File: config.mk
export PLATFORM = sky130hd
export DESIGN_NAME = wb_arbiter
export DESIGN_NICKNAME = d
export VERILOG_FILES = /design/src/rtl/wb_pkg.sv /design/src/rtl/rr_pick.sv /design/src/rtl/wb_arbiter.sv
export SDC_FILE = /design/constraint.sdc
export NUM_CORES = 1
export LEC_CHECK = 0
export CORE_AREA = 3 3 108 110
export DETAILED_ROUTE_END_ITERATION = 10
export DIE_AREA = 0 0 111 113
export HOLD_SLACK_MARGIN = 0.15
export PLACE_DENSITY_LB_ADDON = 0.12
export SYNTH_ARGS = -nofsm -noshare
export SYNTH_HDL_FRONTEND = slang
export SYNTH_SLANG_ARGS = --single-unit
File: constraint.sdc
create_clock -name clk_i -period 1.83 [get_ports clk_i]
set_input_delay 0.4575 -clock clk_i [delete_from_list [all_inputs] [get_ports clk_i]]
set_output_delay 0.4575 -clock clk_i [all_outputs]
set_load 0.05 [all_outputs]
File: src/rtl/wb_pkg.sv
// wb_pkg: Wishbone types and arbiter state encoding shared by wb_arbiter, cpu_wb and mem.
//   wb_adr_t    - 30-bit word address
//   wb_dat_t    - 32-bit data word
//   wb_sel_t    - 4-bit byte selects
//   arb_state_e - arbiter FSM state (IDLE, BUSY, ERR)
package wb_pkg;

    typedef logic [29:0] wb_adr_t;
    typedef logic [31:0] wb_dat_t;
    typedef logic [3:0]  wb_sel_t;

    typedef enum logic [1:0] {
        IDLE = 2'd0,
        BUSY = 2'd1,
        ERR  = 2'd2
    } arb_state_e;

endpackage

File: src/rtl/rr_pick.sv
// rr_pick: combinational round-robin priority encoder.
//   i_req   - request vector, one bit per master
//   i_last  - index of the most recently served master
//   o_idx   - first requester found starting at i_last+1 and wrapping
//   o_valid - at least one request is present
module rr_pick #(
    parameter int N = 2
) (
    input  logic [N-1:0] i_req,
    input  logic [2:0]   i_last,
    output logic [2:0]   o_idx,
    output logic         o_valid
);

    logic [3:0] w_dist;
    logic [3:0] w_best;

    // Each requester's distance from last+1 in wrap order; the smallest distance wins.
    always_comb begin
        o_idx   = '0;
        o_valid = 1'b0;
        w_best  = 4'hF;
        w_dist  = '0;
        for (int j = 0; j < N; j++) begin
            w_dist = (3'(j) > i_last) ? 4'(j) - {1'b0, i_last} - 4'd1
                                      : 4'(j) + 4'(N) - {1'b0, i_last} - 4'd1;
            if (i_req[j] && w_dist < w_best) begin
                w_best  = w_dist;
                o_idx   = 3'(j);
                o_valid = 1'b1;
            end
        end
    end

endmodule

File: src/rtl/wb_arbiter.sv
// wb_arbiter: round-robin Wishbone B4 classic arbiter sharing one slave among NUM_MASTERS masters.
//   clk_i, rst_i          - Wishbone clock, asynchronous active-low reset
//   m_cyc/stb/we/adr/sel/dat_i - packed per-master request bus (master k at slice k)
//   m_ack_o, m_err_o      - per-master acknowledge / watchdog error
//   m_dat_o               - slave read data broadcast to all masters
//   s_cyc/stb/we/adr/sel/dat_o - slave-side bus driven from the granted master
//   s_ack_i, s_dat_i      - slave acknowledge and read data
module wb_arbiter
    import wb_pkg::*;
#(
    parameter int NUM_MASTERS = 2,
    parameter int TIMEOUT     = 255
) (
    input  logic                      clk_i,
    input  logic                      rst_i,
    input  logic [NUM_MASTERS-1:0]    m_cyc_i,
    input  logic [NUM_MASTERS-1:0]    m_stb_i,
    input  logic [NUM_MASTERS-1:0]    m_we_i,
    input  logic [NUM_MASTERS*30-1:0] m_adr_i,
    input  logic [NUM_MASTERS*4-1:0]  m_sel_i,
    input  logic [NUM_MASTERS*32-1:0] m_dat_i,
    output logic [NUM_MASTERS-1:0]    m_ack_o,
    output logic [NUM_MASTERS-1:0]    m_err_o,
    output logic [31:0]               m_dat_o,
    output logic                      s_cyc_o,
    output logic                      s_stb_o,
    output logic                      s_we_o,
    output logic [29:0]               s_adr_o,
    output logic [3:0]                s_sel_o,
    output logic [31:0]               s_dat_o,
    input  logic                      s_ack_i,
    input  logic [31:0]               s_dat_i
);

    arb_state_e r_state;
    logic [2:0] r_gnt;
    logic [2:0] r_last;
    logic [7:0] r_wd;
    logic [2:0] w_pick;
    logic       w_valid;
    logic       w_busy;
    logic       w_cyc;
    logic       w_stb;
    logic       w_we;
    logic       w_wd_hit;
    wb_adr_t    w_adr;
    wb_sel_t    w_sel;
    wb_dat_t    w_dat;

    rr_pick #(.N(NUM_MASTERS)) u_pick (
        .i_req   (m_cyc_i),
        .i_last  (r_last),
        .o_idx   (w_pick),
        .o_valid (w_valid)
    );

    always_comb begin
        w_cyc = 1'b0;
        w_stb = 1'b0;
        w_we  = 1'b0;
        w_adr = '0;
        w_sel = '0;
        w_dat = '0;
        for (int j = 0; j < NUM_MASTERS; j++) begin
            if (r_gnt == 3'(j)) begin
                w_cyc = m_cyc_i[j];
                w_stb = m_stb_i[j];
                w_we  = m_we_i[j];
                w_adr = m_adr_i[30*j +: 30];
                w_sel = m_sel_i[4*j +: 4];
                w_dat = m_dat_i[32*j +: 32];
            end
        end
    end

    // Strobes follow the owner's cyc so they drop in the same cycle the owner releases the bus.
    assign w_busy  = r_state == BUSY;
    assign s_cyc_o = w_busy & w_cyc;
    assign s_stb_o = s_cyc_o & w_stb;
    assign s_we_o  = s_cyc_o & w_we;
    assign s_adr_o = w_busy ? w_adr : '0;
    assign s_sel_o = w_busy ? w_sel : '0;
    assign s_dat_o = w_busy ? w_dat : '0;
    assign m_dat_o = w_busy ? s_dat_i : '0;

    assign w_wd_hit = (TIMEOUT != 0) && s_stb_o && !s_ack_i && (r_wd == 8'(TIMEOUT - 1));

    always_comb begin
        m_ack_o = '0;
        m_err_o = '0;
        for (int j = 0; j < NUM_MASTERS; j++) begin
            m_ack_o[j] = w_busy && (r_gnt == 3'(j)) && s_ack_i;
            m_err_o[j] = (r_state == ERR) && (r_gnt == 3'(j));
        end
    end

    always_ff @(posedge clk_i or negedge rst_i) begin
        if (!rst_i) begin
            r_state <= IDLE;
            r_gnt   <= '0;
            r_last  <= 3'(NUM_MASTERS - 1);
            r_wd    <= '0;
        end else begin
            case (r_state)
                IDLE: begin
                    r_wd <= '0;
                    if (w_valid) begin
                        r_gnt   <= w_pick;
                        r_state <= BUSY;
                    end
                end
                BUSY: begin
                    if (!w_cyc) begin
                        r_last  <= r_gnt;
                        r_wd    <= '0;
                        r_state <= IDLE;
                    end else if (w_wd_hit) begin
                        r_wd    <= '0;
                        r_state <= ERR;
                    end else begin
                        r_wd <= (TIMEOUT != 0 && s_stb_o && !s_ack_i) ? r_wd + 8'd1 : '0;
                    end
                end
                ERR: begin
                    // The faulting master becomes lowest priority for the next grant.
                    r_last  <= r_gnt;
                    r_wd    <= '0;
                    r_state <= IDLE;
                end
                default: r_state <= IDLE;
            endcase
        end
    end

endmodule

# After elaboration in Yosys (flattened, before gate mapping)
# Cells that the tools add are included.
[word_totals]
register_bits = 16
latchBits = 0
mem_bits_rw = 0
rom_bits = 0
input_bits = 173
out_inout_bits = 105
wordCells = 78
memories = 0
[op_classes]
addsub = 9
n_mul = 0
div_mod_pow = 0
magnitude_cmp = 4
eq_ne = 7
shifts = 0
n_mux = 32
bitwise_logic = 3
n_reduce_logical = 19
[op_table]
columns = ["cell", "count"]
rows = [
  ["$mux 32", 4],
  ["$mux 30", 3],
  ["$mux 4", 6],
  ["$mux 8", 3],
  ["$pmux 8 s2", 1],
  ["$sub 4x1->4 const B", 4],
  ["$logic_and 1x1->1", 10],
  ["$mux 1", 9],
  ["$add 8x1->8 const B", 1],
  ["$eq 8x8->1 const B", 1],
  ["$sub 1x3->4 const A", 2],
  ["$sub 2x3->4 const A", 2],
  ["$gt 1x3->1 const A", 2],
  ["$mux 2", 3],
  ["$pmux 3 s2", 1],
  ["$reduce_and 2->1", 3],
  ["$lt 4x4->1", 1],
  ["$lt 4x4->1 const B", 1],
  ["$pmux 2 s2", 1],
  ["$reduce_bool 2->1", 2],
  ["$and 1x1->1", 3],
  ["$eq 3x1->1 const B", 1],
  ["$logic_not 3->1", 1],
  ["$mux 3", 1],
  ["other kinds (8)", 8],
]

# Depth between registers and ports, before layout
# Gate-level depths: netlist (run 1).
[depth]
word_depth = 11
mapped_depth = 6
ltp_nobuf = 6

# Modules after synthesis
# From an unflattened synthesis (run 1), not the netlist that was laid out.
[hier_totals]
cells_unflattened = 318
area_unflattened_um2 = 2227.1
[by_module_without_submodules]
columns = ["mod", "instances", "cells_per_inst", "area_per_inst_um2", "seq_area_each_um2"]
rows = [
  ["wb_arbiter", 1, 282, 1955.6, 401.6],
  ["rr_pick", 1, 36, 271.5, 0.0],
]

# Least setup slack after synthesis (run 1)
# OpenSTA, ideal clock, no wires.
[synth_timing]
path_kind = "register -> output"
start = "reg r_gnt[0]"
end = "out s_adr_o[0]"
t_arrival_ns = 2.045
setup_slack_ns = -0.673
stages_incl_launch_ff = 6
n_path_buf = 3
cell_sequence = "dfrtp_1 buf_2 clkbuf_1 buf_1 mux2i_1 nor2_1"
[synth_via]
elab_chain_cells = 4
elab_cells_between_ends = 5
[synth_rtl]
columns = ["element", "line", "source"]
rows = [
  ["start: declaration", "wb_arbiter.sv:36", "logic [2:0] r_gnt;"],
  ["start signal: assignment", "wb_arbiter.sv:108", "r_gnt <= w_pick;"],
  ["$logic_not 3->1", "wb_arbiter.sv:65", "if (r_gnt == 3'(j)) begin"],
  ["$mux 30", "wb_arbiter.sv:65", ""],
  ["$mux 30 (*)", "wb_arbiter.sv:65", ""],
  ["$mux 30 (*)", "wb_arbiter.sv:81", "assign s_adr_o = w_busy ? w_adr : '0;"],
  ["end: declaration", "wb_arbiter.sv:28", "output logic [29:0] s_adr_o,"],
]
# Every way passes the cells marked *; elsewhere a longest branch is shown, timed or not.

# Worst setup path after layout (run 1)
[layout_timing]
start = "reg r_gnt[0]"
end = "out s_dat_o[26]"
[layout_via]
elab_chain_cells = 4
elab_cells_between_ends = 5
[layout_rtl]
columns = ["element", "line", "source"]
rows = [
  ["$logic_not 3->1", "wb_arbiter.sv:65", ""],
  ["$mux 32", "wb_arbiter.sv:65", ""],
  ["$mux 32 (*)", "wb_arbiter.sv:65", ""],
  ["$mux 32 (*)", "wb_arbiter.sv:83", "assign s_dat_o = w_busy ? w_dat : '0;"],
  ["end: declaration", "wb_arbiter.sv:30", "output logic [31:0] s_dat_o,"],
]
# Marks and branches as above.

==> results of run 1 <==
[flip-flops by register name, summed over array words and instances (netlist names)]
name	flops
r_last	1
r_wd	8
r_state	2
r_gnt	1
[worst reg2reg max path, stage by stage, from the launching register on]
cell     delay (ps)
dfrtp_4         550
buf_4           180
mux2i_1         130
or4_4           510
or4_1           490
nand3_1          90
[power breakdown]
group	leakage (nW)	switching [W]	internal, W
Combinational	2.79	0.00560	0.00558
Sequential	0.158	0.0000657	0.000315
Clock	0.0288	0.000102	0.000190
Total	2.97	0.00577	0.00609
[logic make-up (layout without fill, tap and decap cells)]
family | after synthesis | in the layout | share of synthesized area [%]
AND/OR/NAND/NOR | 140 | 140 | 34.8
other | 0 | 1 | 0
buffers and inverters | 27 | 331 | 6.04
AO/OA/AOI/OAI | 18 | 18 | 5.97
adder cells (fa/ha/maj) | 2 | 2 | 1.27
flip-flops | 12 | 12 | 15.3
multiplexers | 72 | 72 | 36.7
[per-stage QoR]
step,TNS [ps],worst slack [ps]
2_1_floorplan,-2030,-379
3_3_place_gp,-2000,-364
3_5_place_dp,-2330,-382
4_1_cts,-14140,-213
5_1_grt,-17980,-255
6_report,-13090,-216
[cell type report]
| class | count | area, um^2 |
|---|---|---|
| Clock buffer | 4 | 55.1 |
| Timing Repair Buffer | 323 | 4470 |
| Fill cell | 760 | 3360 |
| Inverter | 4 | 15.0 |
| Antenna cell | 1 | 2.50 |
| Sequential cell | 12 | 305 |
| Tap cell | 140 | 175 |
| Multi-Input combinational cell | 232 | 2410 |
[placed cells by master (no fill, tap or decap), types with 3 or more instances in the layout]
cell type | synthesis | final
and2_4 | 0 | 32
buf_12 | 0 | 115
buf_16 | 0 | 5
buf_4 | 0 | 23
buf_6 | 2 | 4
clkbuf_8 | 0 | 4
clkdlybuf4s50_1 | 0 | 172
dfrtp_1 | 11 | 10
inv_1 | 4 | 4
mux2i_1 | 71 | 25
mux2i_2 | 0 | 37
mux2i_4 | 0 | 9
nand2_1 | 14 | 12
nand3_1 | 6 | 6
nor2_1 | 73 | 4
nor2_2 | 0 | 6
nor2_4 | 0 | 63
o21ai_0 | 7 | 3
o21ai_1 | 0 | 4
[repair_timing]
item                                    4_1_cts  5_1_grt
hold endpoints to repair                      0        0
buffers inserted                             10        6
pin swaps                                    18       23
gates cloned                                  6        2
resized for setup                            90       29
endpoints found under the setup margin      105      112
hold buffers                                  0        0
[final timing paths]
| kind | slack, ps | to | startpoint | cells after the start |
|---|---|---|---|---|
| setup / recovery | -220 | s_dat_o[26] | r_gnt[0] | 5 |
| hold / removal | 500 | r_wd[6] | r_wd[6] | 1 |
| setup reg to reg | -180 | r_wd[7] | r_gnt[0] | 5 |
| hold reg to reg | 500 | r_wd[6] | r_wd[6] | 1 |
| max in group asynchronous | 820 | r_gnt[0] | rst_i | 1 |
| min in group asynchronous | 590 | r_state[1] | rst_i | 1 |
[routing by layer]
| layer | wire [um] | GRT usage, % | vias up |
|---|---|---|---|
| met3 | 1330 | 7.38 | 14 |
| li1 | - | - | 1533 |
| met5 | 0 | 0 | - |
| met2 | 7050 | 37.6 | 194 |
| met4 | 173 | 3.78 | 0 |
| met1 | 4420 | 19.9 | 1500 |
==> out/results.txt, run 1 <==
outcome = finished with violations
failing checks = negative setup slack
final wirelength = 13000 um
Slew Limit Fails = 0
RSZ-0062 raised after global routing = yes
max_cap viols = 0
cells after synthesis = 271
Post-synth EDFFs = 0
critical path startpoint category = flip-flop
Pwr Total = 0.0119 W
top cells by area, synth = mux2i_1, dfrtp_1, nor2_1
Peak VDD IR = 0.866 mV
CP Buf/Inv Count = 3
Slew @ Worst Pin = 578 ps
pin count of the biggest net entering global routing = 30
Synth Warn # = 0
endpoints failing setup = 107
Critical-path top delay cell = dfrtp_4
clk slew on worst S/H paths = 50 ps
routed vias/inst = 4.53
post-synthesis cell area = 1970 um^2
TritonRoute pass-1 iters = 4
setup ws final = -216 ps
gr usage total = 19.4%
first-pass GRT wire length = 19400 um
DR vias = 3241
ANT nets after route = 0
post-DP HPWL = 10300 um
WP data arrival = 1590 ps
Skew-Pair Late Insertion Delay = 240 ps
area of placed instances = 6680 um^2
headroom to the max-slew limit = 61.4%
die span in y = 113 um
min Tclk post-route = 2050 ps
Final Hold Viols = 0
Synth cell types = 36
die area = 12500 um^2
DIE WIDTH = 111 um
Lkg Pwr = 2.97 nW
Async SR Flop Fraction = 100%
vias in the first global route = 3367
CTS Sinks = 12
syn avg cell area = 7.27 um^2
Starting Density = 18.2%
WP data required = 1370 ps
Setup Skew = 1.79 ps
WL/cell = 18.1 um
io pins = 278
Area Overhead vs Synth = 277%
power per cell area = 1600 nW/um^2
placed cells = 689
CTS tree = yes
# DRC = 0
core area = 10800 um^2
Max Clock Freq = 0.489 GHz
CP max stage delay = 550 ps
critical path capture point type = output pin
share of layout cells above drive strength 1 = 54.6%
nets = 751
IO Port Bufs = 277
GR Overflow Total = 0
clk root buf = clkbuf_8
htree depth = 1
worst setup path class = reg -> out
gpl congestion = 0.827
fin util = 68.8%
initial antenna violation count = 1
1st-iter DRT viols = 119
Synth area leader = mux2i_1
post-route cell area = 7430 um^2
CP top delay family = flip-flops
post-synthesis register bit count = 12
Synth top area share = 36.1%
cell with the most instances after synthesis = nor2_1
worst-path maximum fanout = 7
hold crit path type = reg -> reg
ys flop type = dfrtp_1
final worst-path cycle share = 112%
# rows = 38
syn_nets = 446
Seq/Total Area, Yosys = 15.3%
WHS = 505 ps
total CTS buffers = 3
Final Non-Filler Cells = 716
crit path cell chain = buf_6 -> clkbuf_16 -> mux2i_4 -> nor2_4 -> buf_12
CTS Buffer Depth = 2
top cells by count, synth = nor2_1, mux2i_1, and2_1, nand2_1, dfrtp_1
(Power assumes the default switching activity.)
==> run 2: changes to the inputs <==
--- a/config.mk
+++ b/config.mk
@@ -10,6 +10,7 @@
 export DIE_AREA = 0 0 111 113
 export HOLD_SLACK_MARGIN = 0.15
 export PLACE_DENSITY_LB_ADDON = 0.12
+export SLEW_MARGIN = 20
 export SYNTH_ARGS = -nofsm -noshare
 export SYNTH_HDL_FRONTEND = slang
 export SYNTH_SLANG_ARGS = --single-unit
==> results of run 2 <==
No change in the layout: final DEF, timing and power equal those of run 1.
